## config.mk

```make
export PLATFORM = sky130hd
export DESIGN_NAME = sysarr_mem_arbiter
export DESIGN_NICKNAME = d
export VERILOG_FILES = /design/src/rtl/sysarr_mem_arbiter.sv
export SDC_FILE = /design/constraint.sdc
export NUM_CORES = 1
export LEC_CHECK = 0
export CAP_MARGIN = 15
export CORE_AREA = 2 2 205 207
export CTS_CLUSTER_DIAMETER = 150
export CTS_CLUSTER_SIZE = 25
export DETAILED_ROUTE_END_ITERATION = 8
export DIE_AREA = 0 0 207 209
export PLACE_DENSITY = 0.5
export SLEW_MARGIN = 20
export SYNTH_ARGS = -nofsm -noshare
export SYNTH_HDL_FRONTEND = slang
export SYNTH_SLANG_ARGS = --single-unit
```

## constraint.sdc

```tcl
create_clock -name clk -period 4.4 [get_ports clk]
set_input_delay 1.32 -clock clk [delete_from_list [all_inputs] [get_ports clk]]
set_output_delay 1.32 -clock clk [all_outputs]
set_load 0.005 [all_outputs]
```

## src/rtl/sysarr_mem_arbiter.sv

```systemverilog
// Round-robin arbiter sharing the single systolic-array RAM port among the
// matmul FSM, output writer and STW loader, with burst lock and read-return routing.
module sysarr_mem_arbiter #(
  parameter int NUM_REQ            = 3,
  parameter int ADDR_WIDTH         = 32,
  parameter int DATA_WIDTH         = 64,
  parameter int MEM_ACCESS_LATENCY = 2
) (
  input  logic                          clk,
  input  logic                          rst,
  input  logic [NUM_REQ-1:0]            req,
  input  logic [NUM_REQ-1:0]            req_wr_en,
  input  logic [NUM_REQ-1:0]            req_lock,
  input  logic [NUM_REQ*ADDR_WIDTH-1:0] req_addr,
  input  logic [NUM_REQ*DATA_WIDTH-1:0] req_wr_data,
  output logic [NUM_REQ-1:0]            gnt,
  output logic [NUM_REQ-1:0]            rd_valid,
  output logic [DATA_WIDTH-1:0]         rd_data,
  output logic                          mem_en,
  output logic                          mem_wr_en,
  output logic [ADDR_WIDTH-1:0]         mem_addr,
  output logic [DATA_WIDTH-1:0]         mem_wr_data,
  input  logic [DATA_WIDTH-1:0]         mem_rd_data,
  output logic                          busy
);

  localparam int ID_W  = (NUM_REQ > 1) ? $clog2(NUM_REQ) : 1;
  localparam int TRK_N = MEM_ACCESS_LATENCY + 1;

  logic [ID_W-1:0]             rr_ptr_q, rr_ptr_d;
  logic                        lock_valid_q, lock_valid_d;
  logic [ID_W-1:0]             lock_id_q, lock_id_d;
  logic                        mem_en_q, mem_en_d;
  logic                        mem_wr_en_q, mem_wr_en_d;
  logic [ADDR_WIDTH-1:0]       mem_addr_q, mem_addr_d;
  logic [DATA_WIDTH-1:0]       mem_wr_data_q, mem_wr_data_d;
  logic [TRK_N-1:0]            trk_vld_q, trk_vld_d;
  logic [TRK_N-1:0][ID_W-1:0]  trk_id_q, trk_id_d;

  logic [NUM_REQ-1:0] hi_mask_s, hi_req_s, pick_req_s;
  logic               lock_hold_s;
  logic               gnt_any_s;
  logic [ID_W-1:0]    gnt_idx_s;

  // Requests at or above the pointer win; otherwise wrap to the lowest request.
  always_comb begin
    hi_mask_s = '0;
    for (int i = 0; i < NUM_REQ; i++) begin
      hi_mask_s[i] = (i >= int'(rr_ptr_q));
    end
    hi_req_s    = req & hi_mask_s;
    pick_req_s  = (|hi_req_s) ? hi_req_s : req;
    lock_hold_s = lock_valid_q && req[lock_id_q] && req_lock[lock_id_q];
    gnt_idx_s   = '0;
    gnt_any_s   = 1'b0;
    if (lock_hold_s) begin
      gnt_any_s = 1'b1;
      gnt_idx_s = lock_id_q;
    end else begin
      gnt_any_s = |pick_req_s;
      for (int i = NUM_REQ - 1; i >= 0; i--) begin
        gnt_idx_s = pick_req_s[i] ? ID_W'(i) : gnt_idx_s;
      end
    end
    if (!rst) begin
      gnt_any_s = 1'b0;
    end else begin
      gnt_any_s = gnt_any_s;
    end
  end

  always_comb begin
    gnt = '0;
    if (gnt_any_s) begin
      gnt[gnt_idx_s] = 1'b1;
    end else begin
      gnt = '0;
    end
  end

  always_comb begin
    rr_ptr_d      = rr_ptr_q;
    lock_valid_d  = 1'b0;
    lock_id_d     = lock_id_q;
    mem_en_d      = gnt_any_s;
    mem_wr_en_d   = mem_wr_en_q;
    mem_addr_d    = mem_addr_q;
    mem_wr_data_d = mem_wr_data_q;
    if (gnt_any_s) begin
      // Pointer already sits at k+1 while a lock is held, so release resumes there.
      rr_ptr_d      = (gnt_idx_s == ID_W'(NUM_REQ - 1)) ? '0 : gnt_idx_s + 1'b1;
      lock_valid_d  = req_lock[gnt_idx_s];
      lock_id_d     = gnt_idx_s;
      mem_wr_en_d   = req_wr_en[gnt_idx_s];
      mem_addr_d    = req_addr[gnt_idx_s*ADDR_WIDTH +: ADDR_WIDTH];
      mem_wr_data_d = req_wr_data[gnt_idx_s*DATA_WIDTH +: DATA_WIDTH];
    end else begin
      lock_valid_d  = 1'b0;
    end
    trk_vld_d[0] = gnt_any_s && !req_wr_en[gnt_idx_s];
    trk_id_d[0]  = gnt_idx_s;
    for (int s = 1; s < TRK_N; s++) begin
      trk_vld_d[s] = trk_vld_q[s-1];
      trk_id_d[s]  = trk_id_q[s-1];
    end
  end

  always_ff @(posedge clk) begin
    if (!rst) begin
      rr_ptr_q      <= '0;
      lock_valid_q  <= 1'b0;
      lock_id_q     <= '0;
      mem_en_q      <= 1'b0;
      mem_wr_en_q   <= 1'b0;
      mem_addr_q    <= '0;
      mem_wr_data_q <= '0;
      trk_vld_q     <= '0;
      trk_id_q      <= '0;
    end else begin
      rr_ptr_q      <= rr_ptr_d;
      lock_valid_q  <= lock_valid_d;
      lock_id_q     <= lock_id_d;
      mem_en_q      <= mem_en_d;
      mem_wr_en_q   <= mem_wr_en_d;
      mem_addr_q    <= mem_addr_d;
      mem_wr_data_q <= mem_wr_data_d;
      trk_vld_q     <= trk_vld_d;
      trk_id_q      <= trk_id_d;
    end
  end

  always_comb begin
    rd_valid = '0;
    if (rst && trk_vld_q[TRK_N-1]) begin
      rd_valid[trk_id_q[TRK_N-1]] = 1'b1;
    end else begin
      rd_valid = '0;
    end
  end

  assign rd_data     = mem_rd_data;
  assign mem_en      = mem_en_q;
  assign mem_wr_en   = mem_wr_en_q;
  assign mem_addr    = mem_addr_q;
  assign mem_wr_data = mem_wr_data_q;
  assign busy        = mem_en_q | (|trk_vld_q);

endmodule
```

# Word level (Yosys, flattened, before mapping)

Index checks and enable logic that the tools add are counted.
W data, S select, Z words.

$add $sub $neg: 1
Bitwise operators: 2
Multiplexer cells: 22
Eq/ne operators: 1
Reduce and logical (&&, ||, !) cells: 11
Shift operators: 2
$lt $le $gt $ge: 8

Operators by type and width:

| operator              | number |
|---|---|
| $shiftx A192 B9 Y64   | 1 |
| $shiftx A96 B8 Y32    | 1 |
| $mux W2               | 5 |
| $lt A2 B3 Y1 const B  | 3 |
| $mux W3               | 3 |
| $reduce_or A3 Y1      | 3 |
| $bmux W1 S2           | 4 |
| $mux W1               | 8 |
| $logic_and A1 B1 Y1   | 6 |
| $demux W1 S2          | 2 |
| $ge A1 B2 Y1 const A  | 2 |
| $ge A2 B1 Y1 const B  | 2 |
| $and A3 B3 Y3         | 1 |
| $add A2 B1 Y2 const B | 1 |
| $eq A2 B2 Y1 const B  | 1 |
| $ge A2 B2 Y1 const A  | 1 |
| $reduce_and A2 Y1     | 1 |
| $logic_not A1 Y1      | 1 |
| $or A1 B1 Y1          | 1 |

Input port bits: 363
Word-level logic and storage cells: 58
Output and inout bits: 169
Register bits after elaboration: 112

# Logic depth before layout (Yosys ltp)

Gate-level depths: netlist of the first run.

Word-level depth: 13
Gate-level depth with buffers: 9
Depth with buffers taken out: 5

# Least setup slack after synthesis of the first run

No wires, ideal clock.

Path kind: input-to-output
Start point: input req_lock[2]
End point: output gnt[0]
Path buffers: 3
Arrival: 2604 ps
Cell stages on the path: 7
Data required time: 3080 ps
Slack: 476 ps
Cell sequence: nand3b_1 -> a2111o_1 -> a311oi_2 -> buf_4 -> buf_6 -> buf_6 -> and2_1

Cells in the longest elaborated chain, start to end: 9
Elaborated cells between the ends (all ways): 12
Classes of those cells: 2 x order compare; 8 x mux; 2 x reduce/logical

RTL lines:

| what                                                                      | line | source |
|---|---|---|
| start, declared                                                           | 13   | `input logic [NUM_REQ-1:0] req_lock,` |
| $bmux W1 S2 (*)                                                           | 53   | `lock_hold_s = lock_valid_q && req[lock_id_q] && req_lock[lock_id_q];` |
| $mux W1 (implied by the code) (*)                                         | 53   |  |
| $logic_and A1 B1 Y1 (*)                                                   | 53   |  |
| $mux W2                                                                   | 56   | `if (lock_hold_s) begin` |
| $lt A2 B3 Y1 (implied by the code) / $ge A2 B1 Y1 (equally long branches) | 75   | `gnt[gnt_idx_s] = 1'b1;` |
| $logic_and A1 B1 Y1 (implied by the code)                                 | 75   |  |
| $mux W1 (implied by the code)                                             | 75   |  |
| $demux W1 S2                                                              | 75   |  |
| $mux W3 (*)                                                               | 74   | `if (gnt_any_s) begin` |
| end, declared                                                             | 16   | `output logic [NUM_REQ-1:0] gnt,` |

Every way passes the cells marked *; elsewhere a longest branch is shown, timed or not. The select of a mux whose other input is x is not followed.

# Worst setup path after layout of the first run

Start point: input req_lock[0]
End point: output gnt[0]

Same word-level chain as after synthesis.

==> results.json, run 1 <==
{
  "hold_class": "flop to flop",
  "routed_via_density": 4.37,
  "finalPower_mw": 3.09,
  "r2r_start": "lock_id_q[0]",
  "irDropWorstVdd_uv": 154,
  "sequentialPowerShare": 0.379,
  "clk_pin_slew_worst_paths_ps": 90,
  "ys.flop_type": "dfxtp_1",
  "worst_pin_slew_ps": 1170,
  "hold-worst-slack_ps": 439,
  "worst_ep_arrival_time_ps": 3020,
  "wire_per_inst_um": 18.1,
  "synth_edf_count": 0,
  "yosysWarningCount": 0,
  "worstSetupPathType": "primary input to output port",
  "synthArstFlopShare": 0,
  "whs_endpoint": "trk_id_d[5]",
  "die_area_um2": 43300,
  "swShare": 0.288,
  "worstRegToRegCells": 8,
  "cp_cell_sequence": "clkdlybuf4s50_1 > a211oi_1 > a2111o_1 > buf_4 > a311oi_4 > and2_1 > clkdlybuf4s15_2",
  "crit_cells": 7,
  "ys_top_cells_by_count": "186 x o21ai_0, 112 x dfxtp_1, 104 x nand2_1",
  "min_period_ps": 4340,
  "antennaDiodeCount": 0,
  "io_buffers": 403,
  "drv_slew": 0,
  "pwr-share-clk": 0.341,
  "ys_seq_area_frac": 0.383,
  "intPower_mw": 2.20,
  "initial_core_util": 0.142,
  "fp.dieW_um": 207,
  "first_pass_iters": 4,
  "pwr-share-comb": 0.280,
  "yosysMostFrequentCell": "o21ai_0",
  "die_y_um": 209,
  "crit_path_top_delay_cell": "clkdlybuf4s50_1",
  "reg2reg_slack_ps": 1400,
  "track_usage": 0.130,
  "critPathMaxFanout": 2,
  "h-tree-depth": 3,
  "power.leakage_nw": 3.60,
  "hold_path_startpoint": "trk_id_d[3]",
  "nNetsFinal": 1456,
  "cts-root-buf": "clkbuf_16",
  "period_share": 0.987,
  "path_delay_family": "buffers and inverters",
  "rsz0062_at_grt": "true",
  "cts_tree": "done",
  "switching_power_mw": 0.889,
  "route.detailed.drc": 0,
  "final-hold-violation-count": 0,
  "yosys.area.top_type_share": 0.383,
  "endpoint_kind": "output port",
  "max_freq_mhz": 230,
  "grt_pass1_wl_um": 43200,
  "grt_pass1_vias": 7123,
  "yosys.area.top_type": "dfxtp_1",
  "p_per_area_nw_per_um2": 298,
  "grt_max_degree": 101,
  "ys_ff_latch": 112,
  "wirelength_um": 29600,
  "areaGrowthSynthToFinish_pct": 77.0,
  "syn-instance-count": 790,
  "status": "finished, final reports clean",
  "required_ps": 3080,
  "rows": 75,
  "drive_above_1_share": 0.0501,
  "worst-path-buf-inv": 3,
  "io_pins": 532,
  "grt-ovfl-total": 0,
  "yosysUniqueCellTypes": 34,
  "n_fill_cell": 4587,
  "max_stage_delay_ps": 470,
  "fp.coreArea_um2": 41300,
  "ant_nets": 0,
  "syn_area_per_cell_um2": 7.40,
  "drt-initial-drc-count": 559,
  "clock_skew_ps": 16.6,
  "syn-num-nets": 1153,
  "setup_tns_ps": 0,
  "clock-sinks": 112,
  "syn-cell-area_um2": 5850,
  "slew_headroom": 0.217,
  "clock_latency_ps": 390,
  "grt_antenna_before_repair": 2,
  "reg2reg_to": "mem_wr_data[32]",
  "final-setup-viol-count": 0,
  "cts_made_buffers": 9,
  "place_inst": 1619,
  "gp_congestion": 0.779,
  "start_kind": "primary input",
  "drv_cap": 0,
  "vias": 7149,
  "final_cells": 1637,
  "holdPathStages": 1,
  "cts_max_path_buffers": 2,
  "hpwl_um": 20000,
  "yosys-top-cells-area": "dfxtp_1 38%, o21ai_0 16%, a31oi_1 10%"
}
## metrics by stage
| stage | instance area (um^2) | worst slack, ps | util |
|---|---|---|---|
| floorplan | 5850 | 476 | - |
| global placement | 9970 | -287 | 0.242 |
| detailed placement | 9970 | -293 | 0.242 |
| CTS | 10300 | -71.4 | 0.251 |
| global route | 10400 | -8.45 | 0.251 |
| finish | 10400 | 57.5 | 0.251 |
## sequential cells by signal (all words and copies together), names as in the netlist
register,cells
mem_wr_data,64
mem_addr,32
trk_id_d,4
trk_vld_q,3
lock_id_q,2
rr_ptr_q,2
trk_id_q,2
lock_valid_q,1
mem_en,1
mem_wr_en,1
## worst register-to-register path: stages, from the launching register on
cell	delay (ps)
dfxtp_1	360
nand3b_1	190
a2111o_1	460
buf_4	160
a311oi_4	230
buf_4	550
buf_4	640
nand2_1	190
a31oi_1	160
## timing repair
action                                  in CTS  in global routing
resized for setup                            9                  3
hold buffers                                 0                  0
buffers inserted                             2                  0
endpoints found under the setup margin       3                  3
pin swaps                                    4                  4
endpoints found under the hold margin        0                  0
## layout make-up
cell class                      instances  area (um^2)  area share
Timing Repair Buffer                  432         4270       0.412
Multi-Input combinational cell        535         2800       0.270
Sequential cell                       112         2240       0.217
Tap cell                              539          674      0.0651
Clock buffer                            9          225      0.0217
Clock inverter                          7          138      0.0133
Inverter                                3         11.3     0.00109
## kinds of logic after synthesis
family                 count (synthesis)  synth area share
AOI/OAI and AO/OA                    403             0.376
and+or+nand+nor                      132            0.0958
buffers and inverters                143             0.145
DFF                                  112             0.383
## per-layer routing
metal / wire (um) / vias to the layer above / global-route usage
li1: - / 3379 / -
met1: 12500 / 3375 / 0.149
met2: 13900 / 323 / 0.218
met3: 2130 / 68 / 0.0427
met4: 1130 / 4 / 0.0643
met5: 23 / - / 0
## power groups by stage
stage               combinational, mW  clock (mW)  sequential, mW
floorplan                       0.335           0            1.19
global placement                0.869           0            1.19
detailed placement              0.869           0            1.19
CTS                             0.875        1.11            1.17
global route                    0.933        1.14            1.18
finish                          0.864        1.05            1.17
## worst max-delay path by stage
stage	from	endpoint	slack, ps
after floorplan	req_lock[2]	gnt[0]	480
after global placement	req[2]	gnt[0]	-290
after detailed placement	req[2]	gnt[0]	-290
after CTS	req_lock[2]	gnt[0]	-70
after global routing	req_lock[0]	gnt[0]	-8
final	req_lock[0]	gnt[0]	60
## cell usage in the layout (no fill, tap or decap), types with 2 or more instances in the layout
master and n:
inv_8 2, o21ai_0 186, nand3b_1 2, a31oi_1 97, nand2_1 104, dlygate4sd2_1 5
dfxtp_1 112, nor2_4 2, nor2b_1 2, buf_4 28, a21boi_0 5, inv_1 3
a32o_1 2, nor3b_1 2, dlymetal6s2s_1 2, nor3_1 3, a21oi_1 96, o21a_1 2
bufinv_16 3, o21ai_1 8, clkbuf_16 9, clkdlybuf4s50_1 394, and2_1 9
(Power assumes the default switching activity.)
==> run 2: changes to the inputs <==
REMOVE_ABC_BUFFERS = 1   (was default)
==> run 2 against run 1 <==
Effect of this change: combinational power grew 1%; highest routed layer unchanged; sequential share of layout area up 0.087 points; sequential cell count unchanged; clock-buffer cell count unchanged; worst setup slack better by 10 ps; non-clock buffer count is the same; global-route usage increased by 3.3 points; maximum frequency increased by 0.24%; cell area decreased by 0.40%; clock power down 14%; cell count barely moved; hold slack is essentially flat.
==> results.json, run 2 (synthesis gave the netlist of run 1 again) <==
{
  "cts_made_buffers": 9,
  "grt_pass1_wl_um": 51400,
  "clock_latency_ps": 390,
  "rows": 75,
  "vias": 7350,
  "fp.dieW_um": 207,
  "cts-root-buf": "clkbuf_16",
  "die_area_um2": 43300,
  "drv_slew": 0,
  "p_per_area_nw_per_um2": 285,
  "worstSetupPathType": "primary input to output port",
  "grt-ovfl-total": 0,
  "grt_max_degree": 100,
  "crit_path_top_delay_cell": "clkdlybuf4s50_1",
  "multiInputGateArea_um2": 2800,
  "final-setup-viol-count": 0,
  "max_freq_mhz": 231,
  "clock_skew_ps": 8.03,
  "hpwl_um": 25800,
  "irDropWorstVdd_uv": 145,
  "die_y_um": 209,
  "cts_max_path_buffers": 2,
  "start_kind": "primary input",
  "register_area_um2": 2240,
  "layout_common_cells": "394 x clkdlybuf4s50_1, 186 x o21ai_0, 112 x dfxtp_1, 104 x nand2_1, 97 x a31oi_1",
  "clk_pin_slew_worst_paths_ps": 80,
  "first_pass_iters": 5,
  "cts_hold_buf": 0,
  "ant_nets": 0,
  "largest_reg_flops": 64,
  "cp_cell_sequence": "clkdlybuf4s50_1 > a21boi_1 > a2111o_1 > buf_6 > a31o_4 > and2_1 > dlygate4sd2_1",
  "io_pins": 532,
  "finalPower_mw": 2.94,
  "hold_class": "flop to flop",
  "h-tree-depth": 3,
  "endpoint_kind": "output port",
  "period_share": 0.985,
  "worst_pin_slew_ps": 1130,
  "grt_antenna_before_repair": 8,
  "setup_tns_ps": 0,
  "drive_above_1_share": 0.0492,
  "status": "finished, final reports clean",
  "min_period_ps": 4330,
  "wirelength_um": 36600,
  "wire_per_inst_um": 22.3,
  "grt_pass1_vias": 7284,
  "max_stage_delay_ps": 490,
  "final-hold-violation-count": 0,
  "final_common_cell": "clkdlybuf4s50_1",
  "areaGrowthSynthToFinish_pct": 76.3,
  "drv_cap": 0,
  "n_fill_cell": 4584,
  "worst_ep_arrival_time_ps": 3010,
  "route.detailed.drc": 0,
  "slew_headroom": 0.247,
  "drt-initial-drc-count": 452,
  "cts_tree": "done",
  "required_ps": 3080,
  "nNetsFinal": 1456,
  "clock-sinks": 112,
  "critPathMaxFanout": 4,
  "io_buffers": 403,
  "gp_congestion": 0.825,
  "routed_via_density": 4.49,
  "power.leakage_nw": 3.58,
  "track_usage": 0.163,
  "fp.coreArea_um2": 41300,
  "initial_core_util": 0.142
}
## run 2: changes by cell type in the layout (fill, tap and decap cells not counted), moves of 2 or more
cell and change:
inv_8 -2, buf_4 -2, bufinv_16 -2, clkinv_4 +2, clkinv_2 +2, clkinvlp_4 +2
## run 2: metal layers
metal  vias to the layer above  track usage  share of wire  wire length [um]
met2                       486        0.224           0.40             14500
met4                        18       0.0599          0.024               889
met1                      3412        0.183           0.40             14700
met5                         -       0.0634          0.013               472
met3                        59        0.127           0.16              5930
li1                       3375            -              -                 -
## run 2: path summary, 6_finish.rpt
kind	startpoint	end	slack [ps]	depth (start not counted)
setup / recovery	req_lock[1]	gnt[2]	70	7
hold / removal	trk_id_d[4]	trk_id_q[4]	440	1
setup reg to reg	lock_id_q[0]	mem_wr_data[54]	1200	9
hold reg to reg	trk_id_d[4]	trk_id_q[4]	440	1
## run 2: per-stage QoR
| step | hold slack [ps] | cells | instance area [um^2] | util | setup WS (ps) |
|---|---|---|---|---|---|
| floorplan | 412 | 650 | 5010 | - | -3240 |
| global placement | 417 | 1617 | 9960 | 0.241 | -263 |
| detailed placement | 419 | 1617 | 9960 | 0.241 | -272 |
| CTS | 440 | 1635 | 10300 | 0.249 | -84.9 |
| global route | 460 | 1637 | 10300 | 0.250 | -0.898 |
| finish | 439 | 1638 | 10300 | 0.250 | 67.9 |
## run 2: area by class of cell
cell class / instances / share of cell area
repair buffers: 432 / 0.415
inverters: 3 / 0.00109
clock inverters: 7 / 0.00704
well taps: 539 / 0.0654
flip-flops and latches: 112 / 0.217
multi-input cells: 535 / 0.272
clock buffers: 9 / 0.0218
diodes: 1 / 0.000243
## run 2: what timing repair did
action                                  CTS  global route
pin swaps                                 3             4
endpoints found under the setup margin    3             1
gates resized for setup                   6             6
setup buffers                             2             1
## run 2: critical path, delay by kind of cell
family	cells	cell delay, ps
AO/OA/AOI/OAI	3	650
AND/OR/NAND/NOR	1	150
buffers and inverters	3	890
## run 2: power breakdown
group          leakage [nW]  total, mW  internal [mW]  switching, mW
registers             0.930       1.17           1.12         0.0529
logic                  2.51      0.876          0.513          0.363
clock network         0.141      0.899          0.443          0.456
==> run 3: changes to the inputs <==
SLEW_MARGIN = default   (was 20)
==> run 3 against run 2 <==
Effect of this change: first-iteration DRC count grew 12%; die area is the same; sequential power is essentially flat; largest cell class unchanged; highest routed layer unchanged.
==> results.json, run 3 (synthesis gave the netlist of run 1 again) <==
{
  "first_pass_iters": 5,
  "drv_cap": 0,
  "fp.dieW_um": 207,
  "start_kind": "primary input",
  "holdPathStages": 1,
  "worstSetupPathType": "primary input to output port",
  "cts_hold_buf": 0,
  "intPower_mw": 2.07,
  "cts_made_buffers": 9,
  "final_util": 0.249,
  "drive_above_1_share": 0.0483,
  "clock-sinks": 112,
  "sequentialPowerShare": 0.397,
  "grt-ovfl-total": 0,
  "switching_power_mw": 0.872,
  "wirelength_um": 36500,
  "final_area_um2": 10300,
  "hpwl_um": 25800,
  "swShare": 0.296,
  "layout_common_cells": "394 x clkdlybuf4s50_1, 186 x o21ai_0, 112 x dfxtp_1, 104 x nand2_1, 97 x a31oi_1",
  "period_share": 0.985,
  "io_buffers": 403,
  "drv_slew": 0,
  "hold_path_startpoint": "trk_id_d[4]",
  "irDropWorstVdd_uv": 145,
  "final-setup-viol-count": 0,
  "clk_pin_slew_worst_paths_ps": 80,
  "clock_latency_ps": 390,
  "die_area_um2": 43300,
  "fp.coreArea_um2": 41300,
  "areaGrowthSynthToFinish_pct": 76.0,
  "grt_antenna_before_repair": 8,
  "vias": 7329,
  "finalPower_mw": 2.94,
  "track_usage": 0.163,
  "grt_pass1_vias": 7284,
  "register_area_um2": 2240,
  "io_pins": 532,
  "pwr-share-comb": 0.297,
  "grt_max_degree": 100,
  "place_inst": 1617,
  "critPathMaxFanout": 4,
  "ant_nets": 0,
  "h-tree-depth": 3,
  "r2r_start": "lock_id_q[0]",
  "cts_max_path_buffers": 2,
  "final_cells": 1637,
  "reg2reg_to": "mem_wr_data[54]",
  "final-hold-violation-count": 0,
  "max_freq_mhz": 231,
  "die_y_um": 209,
  "status": "finished, final reports clean",
  "required_ps": 3080,
  "p_per_area_nw_per_um2": 286,
  "multiInputGateArea_um2": 2800,
  "wire_per_inst_um": 22.3,
  "whs_endpoint": "trk_id_q[4]",
  "min_period_ps": 4330,
  "cts-root-buf": "clkbuf_16",
  "final_common_cell": "clkdlybuf4s50_1",
  "clock_skew_ps": 8.35,
  "n_fill_cell": 4586,
  "dpl_cell_area_um2": 9960,
  "worst_pin_slew_ps": 1130,
  "route.detailed.drc": 0,
  "grt_pass1_wl_um": 51400,
  "routed_via_density": 4.48,
  "initial_core_util": 0.142,
  "worstRegToRegCells": 9,
  "pwr-share-clk": 0.306,
  "largest_reg_flops": 64,
  "power.leakage_nw": 3.57,
  "gp_congestion": 0.825,
  "slew_headroom": 0.247,
  "rows": 75,
  "nNetsFinal": 1455,
  "endpoint_kind": "output port",
  "reg2reg_slack_ps": 1220,
  "cts_tree": "done",
  "worst_ep_arrival_time_ps": 3010,
  "hold_class": "flop to flop",
  "drt-initial-drc-count": 505
}
## run 3: cell count changes in the layout (fill, tap and decap cells not counted), sizes merged
cell | before | now
buf | 30 | 29
## run 3: what timing repair did
item	in CTS	in global routing
pin swaps	3	4
gates resized for setup	6	6
gates cloned	0	0
buffers inserted	2	1
endpoints found under the setup margin	3	1
## run 3: per-stage QoR
stage          setup TNS, ps  hold slack (ps)  setup slack, ps
5_1_grt               -0.898              460           -0.898
6_report                   0              439             66.7
3_5_place_dp           -1460              419             -272
4_1_cts                -84.9              440            -84.9
2_1_floorplan        -192210              412            -3240
3_3_place_gp            -702              417             -263
## run 3: how the worst max path moves through the flow
stage / to / cells after the start / start / slack (ps)
after floorplan: gnt[0] / 4 / req_lock[1] / -3240
after global placement: gnt[0] / 8 / req[1] / -260
after detailed placement: gnt[0] / 6 / req_lock[2] / -270
after CTS: gnt[0] / 7 / req_lock[1] / -80
after global routing: gnt[0] / 7 / req_lock[1] / -0.9
final: gnt[2] / 7 / req_lock[1] / 70
## run 3: power groups by stage
stage / Combinational, mW / Clock (mW) / Sequential (mW)
floorplan: 0.262 / 0 / 1.19
global placement: 0.878 / 0 / 1.19
detailed placement: 0.880 / 0 / 1.19
CTS: 0.886 / 0.959 / 1.17
global route: 0.946 / 0.968 / 1.18
finish: 0.874 / 0.900 / 1.17
## run 3: layer usage
metal | up-vias | routed length [um] | track usage
met3 | 63 | 5880 | 0.127
met1 | 3401 | 14700 | 0.183
li1 | 3375 | - | -
met2 | 472 | 14500 | 0.224
met5 | - | 472 | 0.0634
met4 | 18 | 917 | 0.0599
## run 3: cell type report
class                   count  share of cell area
diodes                      1            0.000243
clock buffers               9              0.0219
clock inverters             7             0.00705
inverters                   3             0.00109
multi-input cells         535               0.272
flip-flops and latches    112               0.218
well taps                 539              0.0655
repair buffers            431               0.414
## run 3: critical path, cell delays in order
cell and delay [ps]:
clkdlybuf4s50_1 490, a21boi_1 70, a2111o_1 380, buf_6 150
a31o_4 200, and2_1 150, dlygate4sd2_1 250
==> RTL change (settings of run 1) <==
Change the parameter `NUM_REQ` from 3 to 5.
--- a/src/rtl/sysarr_mem_arbiter.sv
+++ b/src/rtl/sysarr_mem_arbiter.sv
@@ -1,7 +1,7 @@
 // Round-robin arbiter sharing the single systolic-array RAM port among the
 // matmul FSM, output writer and STW loader, with burst lock and read-return routing.
 module sysarr_mem_arbiter #(
-  parameter int NUM_REQ            = 3,
+  parameter int NUM_REQ            = 5,
   parameter int ADDR_WIDTH         = 32,
   parameter int DATA_WIDTH         = 64,
   parameter int MEM_ACCESS_LATENCY = 2
Ports: changed (7 resized); port bits go from 532 to 734. No check against the original RTL was run, so the function may have changed too.
==> RTL change against run 1 <==
Sequential cell count rose by 5. Wire length rose by 76%. Critical path type unchanged. Area after synthesis rose by 40%. Synthesized cell count rose by 19%. Count of clock-buffer cells in the layout rose by 8. Power rose by 95%. Worst setup slack improved by 0.039 ns. Clock skew fell by 0.010 ns. Design area rose by 45%.
==> RTL change: results (changes against run 1) <==
Port bufs - 605 (+50%)
Distinct cells, synth - 44 (+29%)
Adder-cell share of the synthesized area - 0.306% (+0.31 points)
Placed Instances - 1975 (+22%)
First-pass GRT wire length - 73300 um (+69%)
Post-synthesis mux area share - 24.1% (+24 points)
Postcts setup bufs - 7 (+5)
VDD IR max - 461 uV (+200%)
Post-Place Cell Area - 14300 um^2 (+43%)
Initial antenna violation count - 33 (+31)
CTS-repair resized insts - 35 (+26)
Synth top cells by count - 197 x a21oi_1, 197 x mux2i_1, 117 x dfxtp_1, 96 x o21ai_0, 95 x o22a_1
CP max FO - 6 (+4)
Compound-Gate Fraction of Synth Area - 30.5% (-7.0 points)
Routability congestion estimate - 0.874 (+12%)
Drt wl/cell - 25.8 um (+42%)
Initial DRC count - 556 (-0.54%)
DP Wirelength - 41400 um (+110%)
Htree depth - 4 (+1)
Clk_lat worst skew - 0.44 ns (+0.05 ns)
Vias - 9637 (+35%)
Crit-path leading delay family - simple AND/OR/NAND/NOR gates
Slowest cell on crit path - nor4_4
Worst Clk Skew - 0.00662 ns (-0.0100 ns)
Placement Setup Slack - -0.643 ns (-0.349 ns)
Syn_nets - 1507 (+31%)
Synthesized area per cell - 8.67 um^2 (+17%)
Seq/Total Area, Yosys - 28.6% (-9.7 points)
Vias in the first global route - 10000 (+41%)
Area contributors post-synth - dfxtp_1 29%, mux2i_1 24%, a21oi_1 12%
Status - finished clean
Largest net degree at the start of global routing - 122 (+21%)
Total wire length - 52200 um (+76%)
Share of cells above drive strength 1 - 7.45% (+2.4 points)
Slew HR - 30.4% (+8.7 points)
GR Util All Layers - 23.4% (+10 points)
Leakage power - 6.12 nW (+70%)
[RTL change: report_power, final]
part / internal, mW / switching (mW)
registers: 1.33 / 0.155
clock network: 0.732 / 0.618
logic: 1.77 / 1.43
total: 3.83 / 2.21
[RTL change: cell type report]
cell class	count	area, um^2
Clock inverter	15	125
Timing Repair Buffer	653	6440
Fill cell	4309	26300
Tap cell	539	674
Multi-Input combinational cell	669	4920
Antenna cell	10	25.0
Sequential cell	117	2340
Inverter	5	18.8
Clock buffer	17	425
[RTL change: final timing paths]
check	startpoint	end	slack, ns	cells after the start
min	trk_id_d[7]	trk_id_q[7]	0.43	1
max	req[4]	gnt[0]	0.1	10
max reg2reg	rr_ptr_q[0]	mem_wr_en	0.96	11
min reg2reg	trk_id_d[7]	trk_id_q[7]	0.43	1
[RTL change: layer usage]
metal  track usage, %  vias up  wire [um]
met3             6.12      124       3530
met2             45.6      454      28800
li1                 -     4517          -
met5                0        -         13
met4             9.26        2       1880
met1             23.3     4540      18000
